## config.mk

```make
export PLATFORM = sky130hd
export DESIGN_NAME = dq_symbol_packer
export DESIGN_NICKNAME = d
export VERILOG_FILES = /design/src/rtl/dq_symbol_packer.sv
export SDC_FILE = /design/constraint.sdc
export NUM_CORES = 1
export LEC_CHECK = 0
export CAP_MARGIN = 15
export CORE_MARGIN = 2
export CORE_UTILIZATION = 35
export DETAILED_ROUTE_END_ITERATION = 12
export GPL_ROUTABILITY_DRIVEN = 1
export HOLD_SLACK_MARGIN = 0.02
export PLACE_DENSITY = 0.53
export SLEW_MARGIN = 5
export SYNTH_ARGS = -nofsm -noshare
export SYNTH_HDL_FRONTEND = slang
export SYNTH_SLANG_ARGS = --single-unit
export TNS_END_PERCENT = 20
```

## constraint.sdc

```tcl
create_clock -name clk -period 2.9 [get_ports clk]
set_input_delay 0.29 -clock clk [delete_from_list [all_inputs] [get_ports clk]]
set_output_delay 0.29 -clock clk [all_outputs]
set_load 0.02 [all_outputs]
```

## src/rtl/dq_symbol_packer.sv

```systemverilog
// dq_symbol_packer: Gray-maps winning dq candidates to 12-bit symbols, packs
// SYM_PER_WORD symbols per word and queues words in a show-ahead FIFO behind a
// valid/ready output. Optional per-symbol erasure flags are compiled in with
// the macro DQ_PACK_ERASURE_EN.
//
// state  | meaning
// S_IDLE | no partial word held (pack_cnt == 0)
// S_FILL | partial word held, waiting for more symbols or a flush
module dq_symbol_packer #(
    parameter int N            = 32,
    parameter int SYM_PER_WORD = 4,
    parameter int FIFO_DEPTH   = 4
) (
    input  logic                          clk,
    input  logic                          rst,
    input  logic                          in_valid,
    input  logic signed [N-1:0]           in_dq_min,
    input  logic [4:0]                    in_q_min,
    input  logic signed [2:0]             in_m_dI1,
    input  logic signed [2:0]             in_m_dI2,
    input  logic signed [2:0]             in_m_dQ1,
    input  logic signed [2:0]             in_m_dQ2,
`ifdef DQ_PACK_ERASURE_EN
    input  logic signed [N-1:0]           in_thresh,
    output logic [SYM_PER_WORD-1:0]       out_erase,
`endif
    input  logic                          flush,
    output logic [12*SYM_PER_WORD-1:0]    out_data,
    output logic [2:0]                    out_count,
    output logic                          out_valid,
    input  logic                          out_ready,
    output logic                          busy,
    output logic                          sym_err,
    output logic                          overflow
);

    localparam int WORD_W = 12 * SYM_PER_WORD;
    localparam int PW     = $clog2(FIFO_DEPTH);

    typedef enum logic {S_IDLE = 1'b0, S_FILL = 1'b1} state_t;

    // m in -4..3: Gray code by magnitude band
    function automatic logic [1:0] gray_map(input logic signed [2:0] m);
        logic [1:0] g;
        case (m)
            3'b100, 3'b101, 3'b110: g = 2'b00;
            3'b111:                 g = 2'b01;
            3'b000, 3'b001:         g = 2'b11;
            default:                g = 2'b10;
        endcase
        return g;
    endfunction

    state_t                    r_state;
    state_t                    w_state_nxt;
    logic [2:0]                r_pack_cnt;
    logic [WORD_W-1:0]         r_pack_data;
    logic [11:0]               w_sym;
    logic                      w_sym_bad;
    logic [WORD_W-1:0]         w_slot_data;
    logic [2:0]                w_cnt_after;
    logic                      w_word_done;
    logic                      w_push;

    logic [WORD_W-1:0]         r_mem_data  [FIFO_DEPTH];
    logic [2:0]                r_mem_count [FIFO_DEPTH];
    logic [PW:0]               r_wr_ptr;
    logic [PW:0]               r_rd_ptr;
    logic                      w_empty;
    logic                      w_full;
    logic                      w_pop;
    logic                      w_wr_en;
    logic                      w_drop;

`ifdef DQ_PACK_ERASURE_EN
    logic [SYM_PER_WORD-1:0]   r_pack_erase;
    logic [SYM_PER_WORD-1:0]   w_slot_erase;
    logic [SYM_PER_WORD-1:0]   r_mem_erase [FIFO_DEPTH];
    logic                      w_erase_bit;
`else
    logic                      w_unused_dq;
    assign w_unused_dq = ^in_dq_min;
`endif

    // Symbol formation and malformed-candidate detection (even m or q_min[4])
    always_comb begin
        w_sym     = {in_q_min[3:0], gray_map(in_m_dI1), gray_map(in_m_dI2),
                     gray_map(in_m_dQ1), gray_map(in_m_dQ2)};
        w_sym_bad = in_q_min[4] | ~in_m_dI1[0] | ~in_m_dI2[0] |
                    ~in_m_dQ1[0] | ~in_m_dQ2[0];
    end

    // Word image including this cycle's symbol, if any
    always_comb begin
        w_slot_data = r_pack_data;
        for (int s = 0; s < SYM_PER_WORD; s++) begin
            if (in_valid && (r_pack_cnt == 3'(s))) begin
                w_slot_data[s*12 +: 12] = w_sym;
            end
        end
        w_cnt_after = r_pack_cnt + {2'b00, in_valid};
    end

`ifdef DQ_PACK_ERASURE_EN
    // Erasure flag image including this cycle's symbol
    always_comb begin
        w_erase_bit  = (in_dq_min > in_thresh);
        w_slot_erase = r_pack_erase;
        for (int s = 0; s < SYM_PER_WORD; s++) begin
            if (in_valid && (r_pack_cnt == 3'(s))) begin
                w_slot_erase[s] = w_erase_bit;
            end
        end
    end
`endif

    // Packer FSM state register
    always_ff @(posedge clk or negedge rst) begin
        if (!rst) begin
            r_state <= S_IDLE;
        end else begin
            r_state <= w_state_nxt;
        end
    end

    // Packer FSM next state: any push empties the packer
    always_comb begin
        w_state_nxt = r_state;
        if (w_push) begin
            w_state_nxt = S_IDLE;
        end else if (in_valid) begin
            w_state_nxt = S_FILL;
        end
    end

    // Packer FSM outputs: a completed word and a flush at the same edge push once
    always_comb begin
        w_word_done = (w_cnt_after == 3'(SYM_PER_WORD));
        w_push      = w_word_done | (flush & ((r_state == S_FILL) | in_valid));
    end

    // Partial word storage; cleared on push so unused slots read zero
    always_ff @(posedge clk or negedge rst) begin
        if (!rst) begin
            r_pack_cnt  <= 3'd0;
            r_pack_data <= '0;
        end else if (w_push) begin
            r_pack_cnt  <= 3'd0;
            r_pack_data <= '0;
        end else begin
            r_pack_cnt  <= w_cnt_after;
            r_pack_data <= w_slot_data;
        end
    end

`ifdef DQ_PACK_ERASURE_EN
    // Partial erasure flags, tracked alongside the partial word
    always_ff @(posedge clk or negedge rst) begin
        if (!rst) begin
            r_pack_erase <= '0;
        end else if (w_push) begin
            r_pack_erase <= '0;
        end else begin
            r_pack_erase <= w_slot_erase;
        end
    end
`endif

    // FIFO control: a pop frees the slot for a same-cycle push even when full
    always_comb begin
        w_empty = (r_wr_ptr == r_rd_ptr);
        w_full  = (r_wr_ptr[PW] != r_rd_ptr[PW]) &&
                  (r_wr_ptr[PW-1:0] == r_rd_ptr[PW-1:0]);
        w_pop   = ~w_empty & out_ready;
        w_wr_en = w_push & (~w_full | w_pop);
        w_drop  = w_push & w_full & ~w_pop;
    end

    // FIFO pointers
    always_ff @(posedge clk or negedge rst) begin
        if (!rst) begin
            r_wr_ptr <= '0;
            r_rd_ptr <= '0;
        end else begin
            if (w_wr_en) r_wr_ptr <= r_wr_ptr + {{PW{1'b0}}, 1'b1};
            if (w_pop)   r_rd_ptr <= r_rd_ptr + {{PW{1'b0}}, 1'b1};
        end
    end

    // FIFO storage; reset so the head reads zero out of reset
    always_ff @(posedge clk or negedge rst) begin
        if (!rst) begin
            for (int i = 0; i < FIFO_DEPTH; i++) begin
                r_mem_data[i]  <= '0;
                r_mem_count[i] <= 3'd0;
            end
        end else if (w_wr_en) begin
            r_mem_data[r_wr_ptr[PW-1:0]]  <= w_slot_data;
            r_mem_count[r_wr_ptr[PW-1:0]] <= w_cnt_after;
        end
    end

`ifdef DQ_PACK_ERASURE_EN
    // FIFO erasure storage, written with its word
    always_ff @(posedge clk or negedge rst) begin
        if (!rst) begin
            for (int i = 0; i < FIFO_DEPTH; i++) begin
                r_mem_erase[i] <= '0;
            end
        end else if (w_wr_en) begin
            r_mem_erase[r_wr_ptr[PW-1:0]] <= w_slot_erase;
        end
    end

    assign out_erase = r_mem_erase[r_rd_ptr[PW-1:0]];
`endif

    // Sticky error flags, cleared only by reset
    always_ff @(posedge clk or negedge rst) begin
        if (!rst) begin
            sym_err  <= 1'b0;
            overflow <= 1'b0;
        end else begin
            if (in_valid && w_sym_bad) sym_err  <= 1'b1;
            if (w_drop)                overflow <= 1'b1;
        end
    end

    assign out_data  = r_mem_data[r_rd_ptr[PW-1:0]];
    assign out_count = r_mem_count[r_rd_ptr[PW-1:0]];
    assign out_valid = ~w_empty;
    assign busy      = (r_state == S_FILL) | ~w_empty;

endmodule
```

[Yosys cells after proc, flatten, opt, wreduce, memory -nomap -nowiden]
Cells that the tools add are included.
Storage, ports and cells
  word-level logic and storage cells: 115
  register bits: 264
Cells by class
  bitwise operators: 22
  add/subtract/negate cells: 3
  reduce and logical (&&, ||, !) cells: 21
  multiplexer cells: 24
  equal/unequal tests: 27
  order comparisons: 3
Operators with widths (count)
  $bwmux W192: 1
  $mux W48: 4
  $bmux W48 S2: 1
  $demux W48 S2: 1
  $eq A3 B3 Y1 const B: 17
  $mux W12: 4
  $pmux W2 S3: 4
  $eq A3 B1 Y1 const B: 5
  $logic_not A3 Y1: 5
  $bwmux W12: 1
  $mux W3: 4
  $reduce_or A3 Y1: 4
  $or A1 B1 Y1: 8
  $reduce_or A2 Y1: 4
  $logic_and A1 B1 Y1: 7
  $not A1 Y1: 7
  $add A3 B1 Y3 const B: 2
  $bmux W3 S2: 1
  $demux W3 S2: 1
  $eq A3 B2 Y1 const B: 2
  $ge A3 B3 Y1 const B: 2
  $not A2 Y3: 2
  $and A1 B1 Y1: 5
  $add A3 B1 Y3: 1
  other kinds (6): 7

[Longest topological paths before layout]
Gate-level depths: netlist of run 1.
  word-level depth: 6
  gate-level depth with buffers: 8
  mapped depth without buffers: 6

[Worst setup path before layout of run 1]
Ideal clock, no wire load.
  kind: flip-flop to flip-flop
  start point: register r_pack_cnt[0]
  end point: register r_mem_count[10] (netlist bit)
  library setup time: 0.127 ns
  path slack: 0.821 ns
  clock period less this slack: 2.079 ns
  stages on the path, launching flop included: 8
  path buffers: 2
  required time: 2.773 ns
  arrival: 1.951 ns
  cells stage by stage: dfrtp_1 > ha_1 > ha_1 > o31ai_4 > buf_6 > nand3_4 > buf_6 > mux2_1
On the way
  word-level cells in the longest chain between the ends: 4
  elaborated cells on any way between the ends: 5
  those cells by class: add/sub: 1; eq/ne: 1; mux: 1; bitwise: 2
RTL lines
  from (decl): RTL line 56  | logic [2:0] r_pack_cnt;
  from (signal assigned): RTL line 151  | r_pack_cnt <= w_cnt_after;
  $add A3 B1 Y3 (*): RTL line 101  | w_cnt_after = r_pack_cnt + {2'b00, in_valid};
  via w_cnt_after[1]: RTL line 61  | logic [2:0] w_cnt_after;
  $eq A3 B3 Y1: RTL line 138  | w_word_done = (w_cnt_after == 3'(SYM_PER_WORD));
  $or A1 B1 Y1: RTL line 139  | w_push = w_word_done | (flush & ((r_state == S_FILL) | in_valid));
  $and A1 B1 Y1: RTL line 175  | w_wr_en = w_push & (~w_full | w_pop);
  to (signal, indexed assignment): RTL line 199  | r_mem_count[r_wr_ptr[PW-1:0]] <= w_cnt_after;
  to (decl): RTL line 66  | logic [2:0] r_mem_count [FIFO_DEPTH];
The timed path passes the listed nets; every way through them passes the cells marked *.
A chain may end at the register's enable or synchronous reset.

[Final worst setup path of run 1]
  start point: register r_rd_ptr[0]
  end point: output out_data[47]
On the way
  word-level cells in the longest chain between the ends: 4
RTL lines
  from (decl): RTL line 68  | logic [PW:0] r_rd_ptr;
  from (signal assigned): RTL line 186  | if (w_pop) r_rd_ptr <= r_rd_ptr + {{PW{1'b0}}, 1'b1};
  $not A2 Y3 (implied by the code): RTL line 229  | assign out_data = r_mem_data[r_rd_ptr[PW-1:0]];
  $bmux W48 S2: RTL line 229
  $mux W48 (implied by the code) (2 in a row): RTL line 229
  to (decl): RTL line 28  | output logic [12*SYM_PER_WORD-1:0] out_data,
Every way passes these cells. The select of a mux whose other input is x is not followed.

==> results of run 1 <==
-- synth_stat cells (2+ instances only) --
library cell and n:
xor2_1 2, nand3_4 3, inv_1 2, o21ai_0 35
mux4_2 51, o21a_1 4, nand3_1 4, nand4bb_1 2
buf_4 6, buf_2 7, mux2_1 151, nand2_1 34
mux2_2 67, buf_6 16, ha_1 7, nand2b_1 3
nor2_1 3, xnor2_1 7, nor2b_1 48, clkbuf_1 17
and2_1 2, dfrtp_1 264, mux2_4 4
-- cell type report --
type	instances	area, um2	area share (%)
inverter	2	7.507	0.05349
clock buffer	45	855.8	6.097
sequential	264	6611	47.10
timing repair buffer	113	1216	8.665
clock inverter	6	83.83	0.5973
multi-input combinational	436	4708	33.54
tap	442	553.0	3.940
-- power by group --
part           internal (mW)  total [mW]  leakage (nW)  switching (mW)
combinational           2.86        5.43          2.58            2.57
clock                   2.19        3.62         0.463            1.43
sequential              4.91        5.54          3.55           0.622
-- metrics by stage --
step	hold WS (ps)	instance area (um2)	instances
6_report	357.9	14040	1308
5_1_grt	407.6	14040	1308
4_1_cts	379.6	14010	1305
3_5_place_dp	353.4	13040	1252
3_3_place_gp	358.2	13040	1252
2_1_floorplan	-5.591	11640	748
-- path summary, 6_finish.rpt --
path	from	endpoint	slack, ps	depth (start not counted)
max in group asynchronous	rst	r_mem_data[128]$_DFFE_PN0P_	1660	3
worst max register to register	r_pack_cnt[0]$_DFF_PN0_	r_mem_data[119]$_DFFE_PN0P_	590	7
worst max-delay path	r_rd_ptr[0]$_DFFE_PN0P_	out_data[47]	140	3
min in group clk	in_q_min[4]	sym_err$_DFFE_PN0P_	400	3
worst min register to register	sym_err$_DFFE_PN0P_	sym_err$_DFFE_PN0P_	480	1
worst min-delay path	rst	r_mem_data[3]$_DFFE_PN0P_	360	2
-- registers in the layout (all words and copies together) (netlist names) --
signal,flops
r_mem_data,192
r_pack_data,48
r_mem_count,12
r_pack_cnt,3
r_rd_ptr,3
r_wr_ptr,3
overflow,1
r_state,1
sym_err,1
-- what timing repair did --
item | in CTS | in global routing
gates resized for setup | 1 | 0
hold buffers | 1 | 0
buffers inserted | 1 | 3
hold endpoints to repair | 84 | 0
setup endpoints to repair | 39 | 7
-- critical path: stages, from the launching register on --
cell	delay, ps
dfrtp_4	560
buf_12	230
mux4_2	560
clkdlybuf4s50_1	560
-- kinds of logic (layout without fill, tap and decap cells) --
family / count (synthesis) / count (layout) / synth area share [%]
and+or+nand+nor: 106 / 106 / 5.472
DFF: 264 / 264 / 56.76
adders and majority gates: 7 / 7 / 0.7525
muxes: 273 / 273 / 31.48
xor gates and xnor gates: 9 / 9 / 0.6773
buffers and inverters: 48 / 166 / 2.849
AOI/OAI and AO/OA: 41 / 41 / 2.010
-- placed cells by master (no fill, tap or decap), drive strengths merged, types with 8 or more instances in the layout --
cell	Yosys	layout
dfrtp	264	264
mux4	51	51
nor2b	48	48
nand2	34	34
clkbuf	17	45
o21ai	35	35
buf	29	37
mux2	222	222
nand3	8	8
clkdlybuf4s50	0	75
-- metal layers --
metal  up-vias  GRT usage (%)
met3        32          2.351
met2        88          26.26
met4         0          3.108
met1      3385          21.76
li1       2900              -
met5         -              0
==> impl_metrics.py, run 1 <==
metrics = {
    "sta": {
        "tightest_slew_ps": 707.3,
        "max_clock_freq_mhz": 362.7,
        "fin_crit_sh_pct": 95.06,
        "final-hold-violation-count": 0,
        "clock_skew_ps": 8.032,
        "rsz0062_at_grt": "false",
        "relSlewSlack_pct": 52.84,
        "setup_viol": 0,
        "fin_setup_tns_ps": 0,
        "slew_viol_final": 0,
        "worst_slack_ps": 143.1,
        "min_period_ps": 2757,
    },
    "synthesis": {
        "ys_seq_area_share_pct": 56.76,
        "synth_edf_count": 0,
        "yosys.area.top_type_share_pct": 56.76,
        "ys.flop_type": "dfrtp_1",
        "yosys.cell_types.count": 32,
        "synth_top_area_cell": "dfrtp_1",
        "synthArstFlopShare_pct": 100.0,
        "netlist_instances": 748,
        "syn_nets": 809,
        "ys_warn_count": 0,
        "syn_area_um2": 11640,
        "synth_area_per_cell_um2": 15.56,
        "synth_area_leaders": "dfrtp_1 (57%), mux2_1 (15%), mux4_2 (9.9%), mux2_2 (6.5%), nor2b_1 (2.6%)",
        "ys_seq_elements": 264,
    },
    "grt": {
        "grt_usage_pct": 15.67,
        "grt_start_max_net_pins": 89,
        "antenna_found_initial": 0,
        "grt_pass1_wl_um": 42140,
        "grt_pass1_vias": 6793,
        "overflow": 0,
    },
    "run_status": {
        "status": "finished, final reports clean",
    },
    "placed_design": {
        "dp_hpwl_um": 16180,
        "gp_congestion": 0.6796,
        "io_buffers": 76,
        "pre_cts_slack_ps": 223.0,
    },
    "floorplanning": {
        "coreArea_um2": 32620,
        "die_h_um": 186.4,
        "ioPinCount": 109,
        "initial_utilization_pct": 35.68,
        "fp.dieW_um": 186.4,
        "rows": 66,
        "die_area_um2": 34730,
    },
    "routing": {
        "post_drt_wl_per_cell_um": 20.41,
        "route.met3.wl_um": 813,
        "routed_via_density": 4.897,
        "ant_nets": 0,
        "wl_met1_um": 12630,
        "drt_iter0_markers": 268,
        "drc_errors": 0,
        "wirelength_um": 26690,
        "vias": 6405,
        "first_pass_iters": 4,
        "top_layer": "met4",
        "wl_met2_um": 12820,
    },
    "finish": {
        "n_antenna_cell": 0,
        "nNetsFinal": 907,
        "fill_cells": 2951,
        "drive_gt1_share_pct": 24.36,
        "utilization_pct": 43.03,
        "area_growth_pct": 20.60,
    },
    "worst_setup_path": {
        "cp_max_fo": 16,
        "cp.required_ps": 2610,
        "start_kind": "flop",
        "arrival_ps": 2470,
        "crit_path_end_kind": "output port",
        "crit_type": "reg2out",
    },
    "clock_tree": {
        "ctsRootBufferMaster": "clkbuf_16",
        "cts_tree": "yes",
        "cts_buffer_depth": 3,
        "clkTransAtPathRegs_ps": 60,
        "cts_made_buffers": 29,
        "cts_max_level": 1,
        "clk_latency_ps": 530,
        "clock-sinks": 264,
    },
    "power_and_ir_drop": {
        "power_leakage_nw": 6.594,
        "vdd_ir_drop_max_mv": 0.5023,
        "p_per_area_nw_per_um2": 1039,
        "p_total_mw": 14.59,
    },
    "job": {
        "maxCapViolations": 0,
    },
    "min_path": {
        "hp-class": "in2async",
    },
}
(Power assumes the default switching activity.)
==> run 2, diff against run 1 <==
--- a/config.mk
+++ b/config.mk
@@ -11,7 +11,7 @@
 export DETAILED_ROUTE_END_ITERATION = 12
 export GPL_ROUTABILITY_DRIVEN = 1
 export HOLD_SLACK_MARGIN = 0.02
-export PLACE_DENSITY = 0.53
+export PLACE_DENSITY = 0.55
 export SLEW_MARGIN = 5
 export SYNTH_ARGS = -nofsm -noshare
 export SYNTH_HDL_FRONTEND = slang
==> constraint.sdc (replaced) <==
create_clock -name clk -period 2.4 [get_ports clk]
set_input_delay 0.24 -clock clk [delete_from_list [all_inputs] [get_ports clk]]
set_output_delay 0.24 -clock clk [all_outputs]
set_load 0.02 [all_outputs]
==> impl_metrics.py, run 2 (same netlist as run 1, synthesis figures left out) <==
metrics = {
    "finish": {
        "top_regs": "r_mem_data x192, r_pack_data x48, r_mem_count x12",
        "utilization_pct": 43.35,
        "fill_cells": 2978,
        "multi_input_area_um2": 4716,
        "area_growth_pct": 21.49,
        "n_antenna_cell": 0,
        "ff_latch_area_um2": 6611,
        "largest_reg_flops": 192,
        "layout_common_cells": "dfrtp_1 (262), mux2_1 (151), mux2_2 (67)",
        "layout_commonest_cell": "dfrtp_1",
        "final_area_um2": 14140,
        "drive_gt1_share_pct": 30.29,
        "nNetsFinal": 916,
        "largest-register": "r_mem_data",
    },
    "clock_tree": {
        "clk_latency_ps": 550,
        "clock-sinks": 264,
        "cts_tree": "yes",
        "cts_buffer_depth": 3,
        "clkTransAtPathRegs_ps": 60,
        "cts_made_buffers": 29,
        "ctsRootBufferMaster": "clkbuf_16",
        "cts_max_level": 1,
    },
    "floorplanning": {
        "coreArea_um2": 32620,
        "fp.dieW_um": 186.4,
        "die_h_um": 186.4,
        "initial_utilization_pct": 35.68,
        "die_area_um2": 34730,
        "rows": 66,
        "ioPinCount": 109,
    },
    "routing": {
        "first_pass_iters": 4,
        "wirelength_um": 26210,
        "vias": 6464,
        "drc_errors": 0,
        "routed_via_density": 4.908,
        "post_drt_wl_per_cell_um": 19.90,
        "drt_iter0_markers": 262,
        "ant_nets": 0,
    },
    "grt": {
        "overflow": 0,
        "antenna_found_initial": 1,
        "grt_usage_pct": 15.45,
        "grt_pass1_wl_um": 41990,
        "grt_pass1_vias": 6831,
        "grt_start_max_net_pins": 73,
    },
    "run_status": {
        "status": "finished, final reports clean",
    },
    "sta": {
        "min_period_ps": 2352,
        "clock_skew_ps": 15.70,
        "max_clock_freq_mhz": 425.1,
        "worst_slack_ps": 47.86,
        "rsz0062_at_grt": "true",
        "slew_viol_final": 0,
        "timing.hold.ws_ps": 276.3,
        "final-hold-violation-count": 0,
        "relSlewSlack_pct": 50.81,
        "setup_viol": 0,
        "tightest_slew_ps": 730.1,
        "fin_crit_sh_pct": 98.01,
    },
    "placed_design": {
        "io_buffers": 76,
        "pre_cts_slack_ps": -166.6,
        "dp_hpwl_um": 16640,
        "gp_congestion": 0.6938,
        "placed_area_um2": 13250,
    },
    "worst_setup_path": {
        "crit_path_end_kind": "output port",
        "rr_worst_depth": 7,
        "reg2reg_to": "r_mem_data[143]$_DFFE_PN0P_",
        "cp.required_ps": 2160,
        "timing.rr.start": "r_pack_cnt[0]$_DFF_PN0_",
        "r2r_slack_ps": 130,
        "cpPeakStageDelay_ps": 520,
        "crit_family": "buffers and inverters",
        "crit_type": "reg2out",
        "arrival_ps": 2110,
        "worstPathCellList": "buf_12 -> buf_12 -> mux4_2 -> clkdlybuf4s15_2",
        "start_kind": "flop",
        "slowest_stage": "mux4_2",
        "cp_num_buf_inv": 3,
        "cp_max_fo": 10,
        "cpMostUsedCell": "buf_12",
    },
    "job": {
        "maxCapViolations": 0,
    },
    "power_and_ir_drop": {
        "p_seq_share_pct": 38.1,
        "p_comb_share_pct": 36.3,
        "p_per_area_nw_per_um2": 1241,
        "p_sw_mw": 5.658,
        "power_frac_clock_pct": 25.6,
        "vdd_ir_drop_max_mv": 0.5757,
        "power_leakage_nw": 6.833,
        "intPower_mw": 11.89,
        "sw_frac_of_total_pct": 32.25,
    },
    "min_path": {
        "hp-class": "in2async",
    },
}
run 2: changes by cell type in the layout (fill, tap and decap cells not counted), moves of 7 or more:
cell and change:
clkdlybuf4s15_1 +7, dlygate4sd2_1 +7, buf_12 +12, clkdlybuf4s50_1 -53, buf_2 +29
run 2: power groups by stage:
stage	Sequential, mW	Combinational [mW]	Clock, mW
finish	6.68	6.38	4.49
CTS	6.68	6.59	4.60
floorplan	6.47	4.44	0
detailed placement	6.75	6.78	0
global route	6.87	6.89	4.79
global placement	6.69	6.71	0
run 2: worst max path at each step:
stage                                       start                          end  slack [ps]  cells after the start
after floorplan           r_pack_cnt[0]$_DFF_PN0_  r_mem_count[10]$_DFFE_PN0P_         320                      7
after global placement                   in_valid   r_mem_data[83]$_DFFE_PN0P_        -160                      9
after detailed placement                 in_valid  r_mem_data[143]$_DFFE_PN0P_        -170                      8
after CTS                 r_wr_ptr[0]$_DFFE_PN0P_                         busy        -180                      4
after global routing      r_rd_ptr[0]$_DFFE_PN0P_                 out_count[1]         -10                      4
final                     r_rd_ptr[0]$_DFFE_PN0P_                  out_data[1]          50                      4
run 2: final cells by class:
class                           count  area share [%]
Clock buffer                       45           6.477
Clock inverter                      6          0.4424
Inverter                            2         0.05309
Multi-Input combinational cell    436           33.35
Sequential cell                   264           46.76
Tap cell                          442           3.911
Timing Repair Buffer              122           9.008
run 2: what timing repair did:
item,CTS,global route
pin swaps,0,1
setup buffers,3,0
gates resized for setup,157,18
cloned,1,0
hold endpoints to repair,67,0
hold buffers,1,0
setup endpoints to repair,53,25
run 2: routing by layer:
metal / wire, um / GRT usage (%)
met1: 12580 / 22.01
met2: 12240 / 25.19
met3: 776 / 1.956
met4: 611 / 3.754
met5: 0 / 0
run 2: per-stage QoR:
step / TNS [ps] / power (mW) / instances
after CTS: -182.1 / 17.87 / 1317
after floorplan: 0 / 10.92 / 748
after detailed placement: -27530 / 13.52 / 1261
after global routing: -34.49 / 18.56 / 1317
after global placement: -27220 / 13.40 / 1261
final: 0 / 17.54 / 1317
